## config.mk

```make
export PLATFORM = sky130hd
export DESIGN_NAME = seq_detector_param
export DESIGN_NICKNAME = d
export VERILOG_FILES = /design/src/rtl/seq_detector_param.sv
export SDC_FILE = /design/constraint.sdc
export NUM_CORES = 1
export LEC_CHECK = 0
export CAP_MARGIN = 15
export CORE_MARGIN = 2
export CORE_UTILIZATION = 45
export DETAILED_ROUTE_END_ITERATION = 10
export PLACE_DENSITY = 0.78
export RECOVER_POWER = 25
export SLEW_MARGIN = 40
export SYNTH_ARGS = -nofsm -noshare
export SYNTH_HDL_FRONTEND = slang
export SYNTH_SLANG_ARGS = --single-unit
```

## constraint.sdc

```tcl
create_clock -name clk -period 5.2 [get_ports clk]
set_input_delay 1.56 -clock clk [delete_from_list [all_inputs] [get_ports clk]]
set_output_delay 1.56 -clock clk [all_outputs]
set_load 0.005 [all_outputs]
```

## src/rtl/seq_detector_param.sv

```systemverilog
// Serial bit-pattern detector with programmable pattern and length,
// overlap select, input-valid qualifier and saturating match counter.
//
// Ports:
//   clk, rst          clock and async active-high reset
//   cfg_we            load cfg_pattern/cfg_len/cfg_overlap, clear history
//   cfg_pattern       pattern, bit [len-1] is received first
//   cfg_len           pattern length, clamped to MAX_LEN, 0 disables
//   cfg_overlap       1 = overlapping detection
//   in_valid, inp     serial bit and its qualifier
//   cnt_clr           synchronous clear of match_count
//   outp              registered one-cycle match pulse
//   match_count       saturating match count
//   fill              valid history bits, saturating at active length
module seq_detector_param #(
  parameter int MAX_LEN = 8,
  parameter int LEN_W = 4,
  parameter int CNT_W = 8,
  parameter logic [MAX_LEN-1:0] RST_PATTERN = 8'b0001_1010,
  parameter int RST_LEN = 5,
  parameter logic RST_OVERLAP = 1'b1
) (
  input  logic               clk,
  input  logic               rst,
  input  logic               cfg_we,
  input  logic [MAX_LEN-1:0] cfg_pattern,
  input  logic [LEN_W-1:0]   cfg_len,
  input  logic               cfg_overlap,
  input  logic               in_valid,
  input  logic               inp,
  input  logic               cnt_clr,
  output logic               outp,
  output logic [CNT_W-1:0]   match_count,
  output logic [LEN_W-1:0]   fill
);

  localparam logic [LEN_W-1:0] MAX_L = LEN_W'(MAX_LEN);

  logic [MAX_LEN-1:0] hist_q, hist_d;
  logic [MAX_LEN-1:0] pattern_q, pattern_d;
  logic [LEN_W-1:0]   len_q, len_d;
  logic [LEN_W-1:0]   fill_q, fill_d;
  logic               overlap_q, overlap_d;
  logic               outp_q, outp_d;
  logic [CNT_W-1:0]   cnt_q, cnt_d;

  logic               acc;
  logic               match;
  logic [MAX_LEN-1:0] mask;
  logic [MAX_LEN-1:0] hist_n;
  logic [LEN_W:0]     fill_inc;
  logic [LEN_W-1:0]   fill_n;

  always_comb begin
    for (int i = 0; i < MAX_LEN; i++)
      mask[i] = (i < int'(len_q));
  end

  always_comb begin
    acc      = in_valid & ~cfg_we;
    hist_n   = {hist_q[MAX_LEN-2:0], inp};
    fill_inc = {1'b0, fill_q} + 1'b1;
    fill_n   = (fill_inc >= {1'b0, len_q}) ?
               len_q : fill_inc[LEN_W-1:0];
    match    = acc && (len_q != '0) &&
               (fill_n == len_q) &&
               (((hist_n ^ pattern_q) & mask) == '0);

    hist_d    = hist_q;
    fill_d    = fill_q;
    pattern_d = pattern_q;
    len_d     = len_q;
    overlap_d = overlap_q;
    outp_d    = match;
    cnt_d     = cnt_q;

    if (cfg_we) begin
      pattern_d = cfg_pattern;
      len_d     = (cfg_len > MAX_L) ? MAX_L : cfg_len;
      overlap_d = cfg_overlap;
      hist_d    = '0;
      fill_d    = '0;
    end else if (acc) begin
      hist_d = hist_n;
      // non-overlap restarts the fill so the next hit needs len new bits
      fill_d = (match && !overlap_q) ? '0 : fill_n;
    end

    if (cnt_clr)
      cnt_d = '0;
    else if (match && (cnt_q != '1))
      cnt_d = cnt_q + 1'b1;
  end

  always_ff @(posedge clk or posedge rst) begin
    if (rst) begin
      hist_q    <= '0;
      fill_q    <= '0;
      pattern_q <= RST_PATTERN;
      len_q     <= LEN_W'(RST_LEN);
      overlap_q <= RST_OVERLAP;
      outp_q    <= 1'b0;
      cnt_q     <= '0;
    end else begin
      hist_q    <= hist_d;
      fill_q    <= fill_d;
      pattern_q <= pattern_d;
      len_q     <= len_d;
      overlap_q <= overlap_d;
      outp_q    <= outp_d;
      cnt_q     <= cnt_d;
    end
  end

  assign outp        = outp_q;
  assign match_count = cnt_q;
  assign fill        = fill_q;

endmodule

```

**Yosys cells after proc, flatten, opt, wreduce, memory -nomap -nowiden**

Index checks and enable logic that the tools add are counted.

- Input bits: 19
- Flip-flop bits (word level): 33
- Word-level logic and storage cells: 44
- Output and inout bits: 13

- Muxes and demuxes: 9
- Bitwise operators: 4
- Add/subtract/negate cells: 2
- Reduce and logical (&&, ||, !) cells: 10
- Magnitude comparators: 10
- Equality and inequality tests: 2

Operators with widths:

| operator | count |
|---|---|
| $mux 4 | 5 |
| $lt 3x4->1 const A | 4 |
| $mux 8 | 2 |
| $mux 7 | 2 |
| $add 8x1->8 const B | 1 |
| $and 8x8->8 | 1 |
| $logic_not 8->1 | 1 |
| $lt 1x4->1 const A | 2 |
| $lt 2x4->1 const A | 2 |
| $ne 8x8->1 const B | 1 |
| $xor 8x8->8 | 1 |
| $add 4x1->5 const B | 1 |
| $ge 5x4->1 | 1 |
| $logic_and 1x1->1 | 5 |
| $eq 4x4->1 | 1 |
| $gt 4x4->1 const B | 1 |
| $reduce_bool 2->1 | 2 |
| $reduce_bool 4->1 | 1 |
| $and 1x1->1 | 1 |
| $logic_not 1->1 | 1 |
| $not 1->1 | 1 |

**Longest topological paths before layout**

Gate-level depths: netlist of run 1.

- Depth after elaboration: 10
- Gate-level depth with buffers: 9
- Mapped depth without buffers: 8

**Worst setup path after synthesis of run 1**

Ideal clock, no wire load.

- Kind: input to register
- Start: input in_valid
- End: register cnt_q[5] (netlist: match_count[5])
- Stages on the path: 8
- Setup time: 0.134 ns
- Arrival time: 3.080 ns
- Required time: 5.066 ns
- Buffers on the path: 2
- Path slack: 1.986 ns
- Cells stage by stage: buf_2 nor2b_1 nand3_1 a21oi_1 o2111ai_1 clkbuf_1 o41ai_1 a21oi_1

- Cells in the longest elaborated chain, start to end: 6

RTL lines:

| what | RTL line | RTL |
|---|---|---|
| start: declaration | 29 | `input logic in_valid,` |
| $and 1x1->1 | 60 | `acc = in_valid & ~cfg_we;` |
| $logic_and 1x1->1 (2 in a row) | 65 | `match = acc && (len_q != '0) &&` |
| $logic_and 1x1->1 | 66 | `(fill_n == len_q) &&` |
| $logic_and 1x1->1 | 91 | `else if (match && (cnt_q != '1))` |
| $reduce_bool 2->1 (no line) | -- |  |
| end signal: assignment | 111 | `cnt_q <= cnt_d;` |
| end: declaration | 45 | `logic [CNT_W-1:0] cnt_q, cnt_d;` |

Every way passes these cells.
A chain may end at the register's enable or synchronous reset.

**Worst setup path in the final report of run 1**

- Start: input in_valid
- End: register cnt_q[6] (netlist: match_count[6])

The elaborated chain is that of the path after synthesis.

==> results of run 1 <==
## placed cells by master, fill, tap and decap left out, drive strengths merged, types with 2 or more instances in the layout
cell type       n
buf             3
o211ai          2
inv             7
nor2b           2
ha              6
nor4            2
a21oi           9
o21a            2
dfrtp          27
mux2           11
or4             5
nand2          13
nand3           6
xnor2           6
o31ai           4
xor2            9
nor2           18
dfstp           6
clkdlybuf4s50  30
or3             2
o21ai          12
o22ai           3
mux2i           8
clkbuf          7
## how the worst min path moves through the flow
stage / startpoint / end / slack (ns) / cells after the start
after global placement: pattern_q[5]$_DFFE_PP0P_ / pattern_q[5]$_DFFE_PP0P_ / 0.52 / 1
after detailed placement: pattern_q[5]$_DFFE_PP0P_ / pattern_q[5]$_DFFE_PP0P_ / 0.52 / 1
after global routing: pattern_q[2]$_DFFE_PP0P_ / pattern_q[2]$_DFFE_PP0P_ / 0.57 / 1
after floorplan: pattern_q[6]$_DFFE_PP0P_ / pattern_q[6]$_DFFE_PP0P_ / 0.50 / 1
final: pattern_q[5]$_DFFE_PP0P_ / pattern_q[5]$_DFFE_PP0P_ / 0.53 / 1
after CTS: pattern_q[5]$_DFFE_PP0P_ / pattern_q[5]$_DFFE_PP0P_ / 0.53 / 1
## cell families after synthesis
logic type	count (synthesis)
AOI/OAI and AO/OA	40
xor gates and xnor gates	15
adders and majority gates	6
buffers and inverters	16
DFF	33
muxes	19
and+or+nand+nor	53
## critical path: cells and delay by family
kind                   cells  cell delay, ns
AOI/OAI and AO/OA          2            0.56
buffers and inverters      1            0.77
muxes                      1            0.35
and+or+nand+nor            3            0.79
## flip-flops by register name (all words and copies together), names as in the netlist
register     cells
match_count      8
pattern_q        8
hist_q           7
fill             4
len_q            4
outp             1
overlap_q        1
## through the flow
step,hold slack (ns),cells
after global routing,0.565,265
final,0.531,265
after detailed placement,0.519,257
after CTS,0.534,265
after global placement,0.517,257
after floorplan,0.501,182
## layer usage
metal	vias to the layer above	part of all wire (%)	routed length, µm
li1	716	-	-
met1	731	47	1760
met2	35	47	1780
met3	4	3.9	148
met4	0	1.9	70
met5	-	0	0
## cell type report
cell class	instances	area [µm²]
sequential	33	833
tap	50	62.6
clock inverter	1	30.0
timing repair buffer	34	333
clock buffer	7	86.3
inverter	7	26.3
multi-input combinational	133	958
fill	351	1670
## power breakdown
group	total, mW	switching, mW	internal [mW]
clock	0.248	0.0921	0.156
sequential	0.303	0.0245	0.278
combinational	0.169	0.0848	0.0844
==> key figures, run 1 <==
Clocking
  – Clock transition at path regs: 0.06 ns
  – Longest Clk Path Bufs: 2
  – CTS tree: built
  – H-tree level count: 2
  – CTS buffer count: 5
  – Cts repair resizes: 0
  – Sink Count: 33
  – Clock root buffer: clkbuf_8
  – Total setup buffers inserted after CTS: 0
  – Worst skew pair latency: 0.29 ns
  – Cts hold-fix bufs: 0

Detailed routing
  – Residual DRC: 0
  – ANT nets after route: 0
  – Final wirelength: 3.76 mm
  – DR pass1 iterations: 4
  – DR vias: 1486
  – DRT iter0 DRCs: 66
  – Vias/cell: 5.61
  – Routed len/inst: 14.2 µm

Setup path
  – Worst setup endpoint: match_count[6]$_DFFE_PP0P_
  – CP max FO: 16
  – CP Cell Sequence: clkdlybuf4s50_1 > nor2b_1 > nand3_1 > a21oi_1 > o2111ai_2 > nor4_1 > mux2_1
  – CP max stage cell: clkdlybuf4s50_1
  – Worst reg2reg startpoint: fill[0]$_DFFE_PP0P_
  – Req. time, crit path: 5.36 ns
  – Critical Path AT: 4.04 ns
  – Max incr delay on CP: 0.77 ns
  – Worst setup EP type: flop
  – R2R Setup Slk: 1.92 ns
  – CP Launch Type: primary input
  – Crit. Startpoint: in_valid
  – Reg2reg end: match_count[6]$_DFFE_PP0P_
  – Crit Path Class: primary input to flop
  – R2R depth: 8

Die
  – Die ar.: 0.00467 mm²
  – Chip height: 68.3 µm
  – Die width: 68.3 µm
  – Io pins: 32
  – Core ar.: 0.00400 mm²
  – # rows: 23
  – Initial Utilization: 46.6%

Synth
  – Simple-gate share of the synthesized area: 14.0%
  – Synth Area in Adders: 4.03%
  – Yosys warnings: 0
  – Mux share of post-synthesis cell area: 10.9%
  – Unique masters post-synth: 43
  – Avg Cell Area, Syn: 10.2 µm²
  – Synth Area in Compound Gates: 15.0%
  – Number of synthesized flops with an enable pin: 0
  – Syn Std Cell Area: 0.00186 mm²
  – Synthesized instance count: 182
  – Largest area contributor in the netlist: dfrtp_1
  – Synth top area share: 36.3%
  – Synth Flop Type: dfrtp_1
  – Syn Nets: 207
  – Cell with the most instances after synthesis: dfrtp_1
  – Synth Area in XOR/XNOR: 7.05%
  – Main combinational cell family by area after synthesis: compound AO/OA/AOI/OAI gates
  – Seq cells post-synth: 33
  – Post-synth top cells: dfrtp_1, nor2_1, nand2_1, mux2_2
  – Synth async-reset ratio: 100%
  – Ranking of synthesized cells by area: dfrtp_1, dfstp_2, mux2_2
  – Seq/Total Area, Yosys: 44.7%

Final layout
  – Area grow syn2layout: 25.1%
  – Final core utilization: 58.2%
  – Post-layout nets: 239
  – Share of layout cells above drive strength 1: 14.9%
  – Design area: 0.00233 mm²
  – N_diodes: 0

Place
  – Post-Place Cell Area: 0.00221 mm²
  – GP Congestion: 0.840
  – DP Worst Slack: 1.05 ns
  – IO buf count: 31
  – Final HPWL DP: 2.72 mm

Global routing
  – Met1 Usage GRT: 24.3%
  – Met3 Track Usage GR: 4.11%
  – Number of global-route vias before repair: 1366
  – Largest net degree at the start of global routing: 29
  – GRT Overall Usage: 18.8%
  – First-pass GRT wire length: 6.35 mm
  – Grt ovf: 0
  – Global routing's busiest layer: met2
  – GR Layer Usage met2: 30.1%
  – Initial antenna violation count: 0

Timing
  – RSZ-0062 raised after global routing: no
  – Final Max Slew Viols: 0
  – Worst-margin pin slew: 1.04 ns
  – Fmax: 0.258 GHz
  – Minimum clock period: 3.88 ns
  – Worst Skew: 0.0103 ns
  – Max_slew headroom: 30.6%
  – Final setup violation count: 0
  – Final period utilization: 74.6%
  – Final hold viol count: 0
  – Final setup margin: 1.32 ns
  – TNS Setup: 0 ns

Power
  – Leakage: 0.966 nW
  – Peak supply drop: 0.233 mV
  – Power per Cell Area: 309 mW/mm²
  – Total power: 720 µW

Worst hold path
  – Hold WC Path Type: flop to flop

Job
  – Max-cap violations: 0

Outcome
  – Status: finished clean
Note: power is estimated with default switching activity, not from simulation.
==> run 2: changes to the inputs <==
- clock period: 5.2 -> 3.6 ns (I/O delays scaled with it)
==> run 2 against run 1 <==
The run now ends with max-capacitance violations, max-slew violations left. Count of clock-buffer cells in the layout down 1. Sequential cell count unchanged. Highest routed layer unchanged. Clock power increased by 45%. Final area about the same. Sequential power rose by 44%. Setup slack got worse by 0.93 ns. Wire length fell by 0.27%. Register-to-register slack got worse by 1.5 ns. Utilization about the same. First-iteration DRC count is 21% lower.
==> key figures, run 2 (synthesized netlist as in run 1, its figures left out) <==
Final layout
  – Area grow syn2layout: 25.1% (about the same)
  – Non-Filler Instances: 266 (+0.38%)
  – Post-layout nets: 240 (+0.42%)
  – N_diodes: 0 (unchanged)
  – Design area: 0.00233 mm² (about the same)
  – Most frequent cells in the layout: clkdlybuf4s50_1, dfrtp_1, nor2_1, nand2_1, mux2_2
  – Share of layout cells above drive strength 1: 14.8% (-0.069 points)
  – Commonest non-fill, non-tap cell in the layout: clkdlybuf4s50_1

Place
  – Post-Place Cell Area: 0.00221 mm² (about the same)
  – Final HPWL DP: 2.72 mm (about the same)
  – GP Congestion: 0.824 (-1.9%)
  – Placed Cells: 258 (+0.39%)
  – DP Worst Slack: 0.267 ns (-0.779 ns)
  – IO buf count: 31 (unchanged)

Timing
  – Final setup violation count: 0 (unchanged)
  – Final Max Slew Viols: 34 (+34)
  – Final period utilization: 89.1%
  – RSZ-0062 raised after global routing: no
  – Final setup margin: 0.392 ns (-0.929 ns)
  – TNS Setup: 0 ns (unchanged)
  – Worst-margin pin slew: 1.77 ns (+0.728 ns)
  – Final hold viol count: 0 (unchanged)
  – Max_slew headroom: -17.8% (-48 points)
  – Minimum clock period: 3.21 ns
  – Worst Skew: 0.00731 ns (-0.00296 ns)
  – Fmax: 0.312 GHz

Detailed routing
  – ANT nets after route: 0 (unchanged)
  – Final wirelength: 3.75 mm (-0.27%)
  – Vias/cell: 5.39 (-3.8%)
  – Residual DRC: 0 (unchanged)
  – Routed len/inst: 14.1 µm (-0.64%)
  – DR pass1 iterations: 5 (+1)
  – DRT iter0 DRCs: 52 (-21%)
  – DR vias: 1435 (-3.4%)

Die
  – Core ar.: 0.00400 mm² (unchanged)
  – # rows: 23 (unchanged)
  – Chip height: 68.3 µm (unchanged)
  – Die ar.: 0.00467 mm² (unchanged)
  – Die width: 68.3 µm (unchanged)
  – Initial Utilization: 46.6% (unchanged)
  – Io pins: 32 (unchanged)

Setup path
  – Critical Path AT: 3.36 ns (-0.68 ns)
  – Worst setup EP type: flop
  – Req. time, crit path: 3.75 ns (-1.61 ns)
  – CP Launch Type: flop
  – CP max FO: 10 (-6)
  – Crit Path Class: flop to flop
  – Crit. Startpoint: fill[0]$_DFFE_PP0P_
  – Worst reg2reg startpoint: fill[0]$_DFFE_PP0P_

Outcome
  – Status: complete, but fails checks
  – Violated checks: max-capacitance violations, max-slew violations

Clocking
  – Worst skew pair latency: 0.29 ns (about the same)
  – Longest Clk Path Bufs: 2 (unchanged)
  – Clock transition at path regs: 0.07 ns (about the same)
  – Sink Count: 33 (unchanged)
  – Clock root buffer: clkbuf_8
  – Cts hold-fix bufs: 0 (unchanged)
  – Cts repair resizes: 0 (unchanged)
  – H-tree level count: 2 (unchanged)
  – CTS buffer count: 5 (unchanged)
  – Total setup buffers inserted after CTS: 0 (unchanged)
  – CTS tree: built

Global routing
  – First-pass GRT wire length: 6.31 mm (-0.76%)
  – Number of global-route vias before repair: 1351 (-1.1%)
  – GRT Overall Usage: 18.5% (-0.32 points)
  – Largest net degree at the start of global routing: 34 (+17%)
  – Initial antenna violation count: 0 (unchanged)
  – Grt ovf: 0 (unchanged)

Worst hold path
  – HP Start: pattern_q[5]$_DFFE_PP0P_
  – Hold WC Path Type: flop to flop

Power
  – Peak supply drop: 0.280 mV (+20%)
  – Total power: 1.04 mW (+44%)
  – Power per Cell Area: 446 mW/mm² (+44%)
  – Leakage: 0.966 nW (about the same)

Job
  – Max-cap violations: 1 (+1)
## run 2: layout make-up
cell class / instances / area, µm²
Sequential cell: 33 / 833
Clock inverter: 2 / 37.5
Multi-Input combinational cell: 133 / 952
Clock buffer: 6 / 82.6
Fill cell: 355 / 1670
Timing Repair Buffer: 35 / 337
Tap cell: 50 / 62.6
Inverter: 7 / 26.3
## run 2: path summary, 6_finish.rpt
check | endpoint | slack [ns] | cells after the start
max in group asynchronous | pattern_q[6]$_DFFE_PP0P_ | 0.72 | 3
worst min register to register | pattern_q[5]$_DFFE_PP0P_ | 0.54 | 1
worst max-delay path | match_count[5]$_DFFE_PP0P_ | 0.39 | 9
worst max register to register | match_count[5]$_DFFE_PP0P_ | 0.39 | 9
min in group asynchronous | match_count[7]$_DFFE_PP0P_ | 1.86 | 3
worst min-delay path | pattern_q[5]$_DFFE_PP0P_ | 0.54 | 1
## run 2: critical path, cell delays in order, from the launching register on
cell and delay, ns:
dfrtp_1 0.47, ha_1 0.26, xor2_1 0.27, ha_1 0.23
o21ai_0 0.09, o21ai_1 0.50, o2111ai_1 0.47, buf_4 0.30
o41ai_1 0.38, a21oi_1 0.11
## run 2: through the flow
step | util [%] | hold WS, ns
2_1_floorplan | - | 0.501
3_3_place_gp | 55.4 | 0.515
3_5_place_dp | 55.4 | 0.525
4_1_cts | 58.4 | 0.542
5_1_grt | 58.3 | 0.566
6_report | 58.3 | 0.536
## run 2: metal layers
layer / vias up / track usage [%] / share of wire (%)
li1: 718 / - / -
met5: - / 0 / 0
met4: 0 / 7.25 / 2.2
met2: 28 / 29.0 / 48
met3: 7 / 4.28 / 3.0
met1: 682 / 24.7 / 46
## run 2: where the power goes
part           switching, mW  internal, mW
sequential            0.0339         0.402
combinational          0.123         0.122
clock                  0.134         0.225
total                  0.290         0.749
==> run 3: changes to the inputs <==
- CORE_MARGIN: 2 -> 1.5
==> run 3 against run 2 <==
The flow still finishes with violations (max-capacitance violations, max-slew violations). Wire length decreased by 7.5%. Via count decreased by 1.2%. Final area decreased by 0.97%. Final cell count increased by 0.38%. Critical endpoint is now match_count[6]$_DFFE_PP0P_. Largest power group unchanged.
==> key figures, run 3 (synthesized netlist as in run 1, its figures left out) <==
Die
  – Die width: 67.3 µm (-1.5%)
  – Core ar.: 0.00400 mm² (unchanged)
  – Io pins: 32 (unchanged)
  – Die ar.: 0.00454 mm² (-2.9%)
  – Chip height: 67.3 µm (-1.5%)
  – # rows: 23 (unchanged)
  – Initial Utilization: 46.6% (unchanged)

Detailed routing
  – Top sig layer: met4
  – DR pass1 iterations: 4 (-1)
  – DR vias: 1418 (-1.2%)
  – Residual DRC: 0 (unchanged)
  – Final wirelength: 3.47 mm (-7.5%)
  – Routed len/inst: 13.0 µm (-7.9%)
  – ANT nets after route: 0 (unchanged)
  – DRT iter0 DRCs: 46 (-12%)
  – Met2 Wirelength: 1.60 mm (-12%)
  – WL met3: 71 µm (-36%)
  – Vias/cell: 5.31 (-1.6%)
  – DRT met1 WL: 1.74 mm (about the same)

Final layout
  – Share of layout cells above drive strength 1: 14.3% (-0.53 points)
  – Most frequent cells in the layout: clkdlybuf4s50_1, dfrtp_1, nor2_1, nand2_1, mux2_2
  – Final core utilization: 57.7% (-0.56 points)
  – Area grow syn2layout: 23.9%
  – Post-layout nets: 241 (+0.42%)
  – Multi-input logic area: 952 µm² (unchanged)
  – N_diodes: 0 (unchanged)
  – Commonest non-fill, non-tap cell in the layout: clkdlybuf4s50_1
  – Flip-flop and latch area: 833 µm² (unchanged)
  – Fillers: 349 (-1.7%)

Timing
  – Worst hold slack: 0.532 ns (-0.00402 ns)
  – Max_slew headroom: -15.5% (+2.3 points)
  – Worst-margin pin slew: 1.73 ns (-0.0341 ns)
  – Final hold viol count: 0 (unchanged)
  – RSZ-0062 raised after global routing: no
  – Minimum clock period: 2.97 ns (-0.239 ns)
  – Final period utilization: 82.5% (-6.6 points)
  – Final Max Slew Viols: 34 (unchanged)
  – TNS Setup: 0 ns (unchanged)
  – Fmax: 0.337 GHz (+8.1%)
  – Worst Skew: 0.00392 ns (-0.00338 ns)
  – Final setup violation count: 0 (unchanged)

Global routing
  – First-pass GRT wire length: 6.04 mm (-4.2%)
  – GRT Overall Usage: 17.7% (-0.75 points)
  – Number of global-route vias before repair: 1319 (-2.4%)
  – Largest net degree at the start of global routing: 34 (unchanged)
  – Grt ovf: 0 (unchanged)
  – Initial antenna violation count: 0 (unchanged)

Worst hold path
  – Worst hold endpoint: pattern_q[2]$_DFFE_PP0P_
  – WHS Path Cells: 1 (unchanged)
  – HP Start: pattern_q[2]$_DFFE_PP0P_
  – Hold WC Path Type: flop to flop

Power
  – Power per Cell Area: 418 mW/mm² (-6.1%)
  – Leakage: 0.959 nW (-0.71%)
  – Peak supply drop: 0.248 mV (-12%)

Setup path
  – R2R depth: 10 (+1)
  – Reg2reg end: match_count[6]$_DFFE_PP0P_
  – CP Launch Type: primary input
  – CP max FO: 16 (+6)
  – Worst setup EP type: flop
  – R2R Setup Slk: 0.84 ns (+0.45 ns)
  – Req. time, crit path: 3.76 ns (about the same)
  – Critical Path AT: 3.13 ns (-0.23 ns)
  – Crit Path Class: primary input to flop
  – Worst reg2reg startpoint: fill[0]$_DFFE_PP0P_

Clocking
  – CTS tree: built
  – Longest Clk Path Bufs: 2 (unchanged)
  – Worst skew pair latency: 0.28 ns (about the same)
  – Total setup buffers inserted after CTS: 0 (unchanged)
  – Cts repair resizes: 0 (unchanged)
  – CTS buffer count: 5 (unchanged)
  – Sink Count: 33 (unchanged)
  – Clock transition at path regs: 0.06 ns (about the same)
  – Clock root buffer: clkbuf_8
  – H-tree level count: 2 (unchanged)
  – Cts hold-fix bufs: 0 (unchanged)

Job
  – Max-cap violations: 1 (unchanged)

Place
  – IO buf count: 31 (unchanged)
  – Final HPWL DP: 2.61 mm (-3.8%)
  – GP Congestion: 0.836 (+1.5%)

Outcome
  – Violated checks: max-capacitance violations, max-slew violations
  – Status: complete, but fails checks
[run 3: cell count changes in the layout (fill, tap and decap cells not counted), sizes merged]
cell	previous run	this run
bufinv	1	0
buf	3	4
clkbuf	7	9
clkinvlp	1	0
[run 3: worst max-delay path by stage]
stage	startpoint	endpoint	slack (ns)	cells past startpoint
2_1_floorplan	in_valid	match_count[5]$_DFFE_PP0P_	0.87	8
3_3_place_gp	in_valid	match_count[6]$_DFFE_PP0P_	0.50	8
3_5_place_dp	in_valid	match_count[6]$_DFFE_PP0P_	0.37	8
4_1_cts	in_valid	match_count[6]$_DFFE_PP0P_	0.66	8
5_1_grt	rst	len_q[1]$_DFFE_PP0P_	0.42	3
6_report	in_valid	match_count[6]$_DFFE_PP0P_	0.63	8
[run 3: critical path: stages]
cell	delay, ns
clkdlybuf4s50_1	0.47
nor2b_1	0.27
nand3_1	0.12
a21oi_1	0.18
o2111ai_1	0.12
buf_4	0.20
nor4_1	0.33
mux2_1	0.36
[run 3: final cells by class]
| type | count | share of cell area, % |
|---|---|---|
| multi-input cells | 133 | 41.2 |
| flip-flops and latches | 33 | 36.1 |
| repair buffers | 36 | 14.9 |
| clock buffers | 8 | 3.90 |
| well taps | 50 | 2.71 |
| inverters | 7 | 1.14 |
[run 3: metrics by stage]
stage,cells,total power [mW],setup WS (ns),area [µm²]
4_1_cts,267,0.976,0.660,2310
2_1_floorplan,182,0.611,0.866,1860
3_3_place_gp,259,0.689,0.499,2220
5_1_grt,267,1.03,0.417,2310
3_5_place_dp,259,0.696,0.370,2220
6_report,267,0.966,0.631,2310
[run 3: per-layer routing]
metal,up-vias,GRT usage (%)
li1,720,-
met1,673,25.3
met2,20,26.5
met3,5,4.00
met4,0,6.12
met5,-,0
[run 3: power by group]
| group | leakage [nW] | total, mW | switching [mW] | internal, mW |
|---|---|---|---|---|
| Combinational | 0.490 | 0.251 | 0.120 | 0.130 |
| Clock | 0.0455 | 0.280 | 0.124 | 0.156 |
| Sequential | 0.423 | 0.436 | 0.0338 | 0.402 |
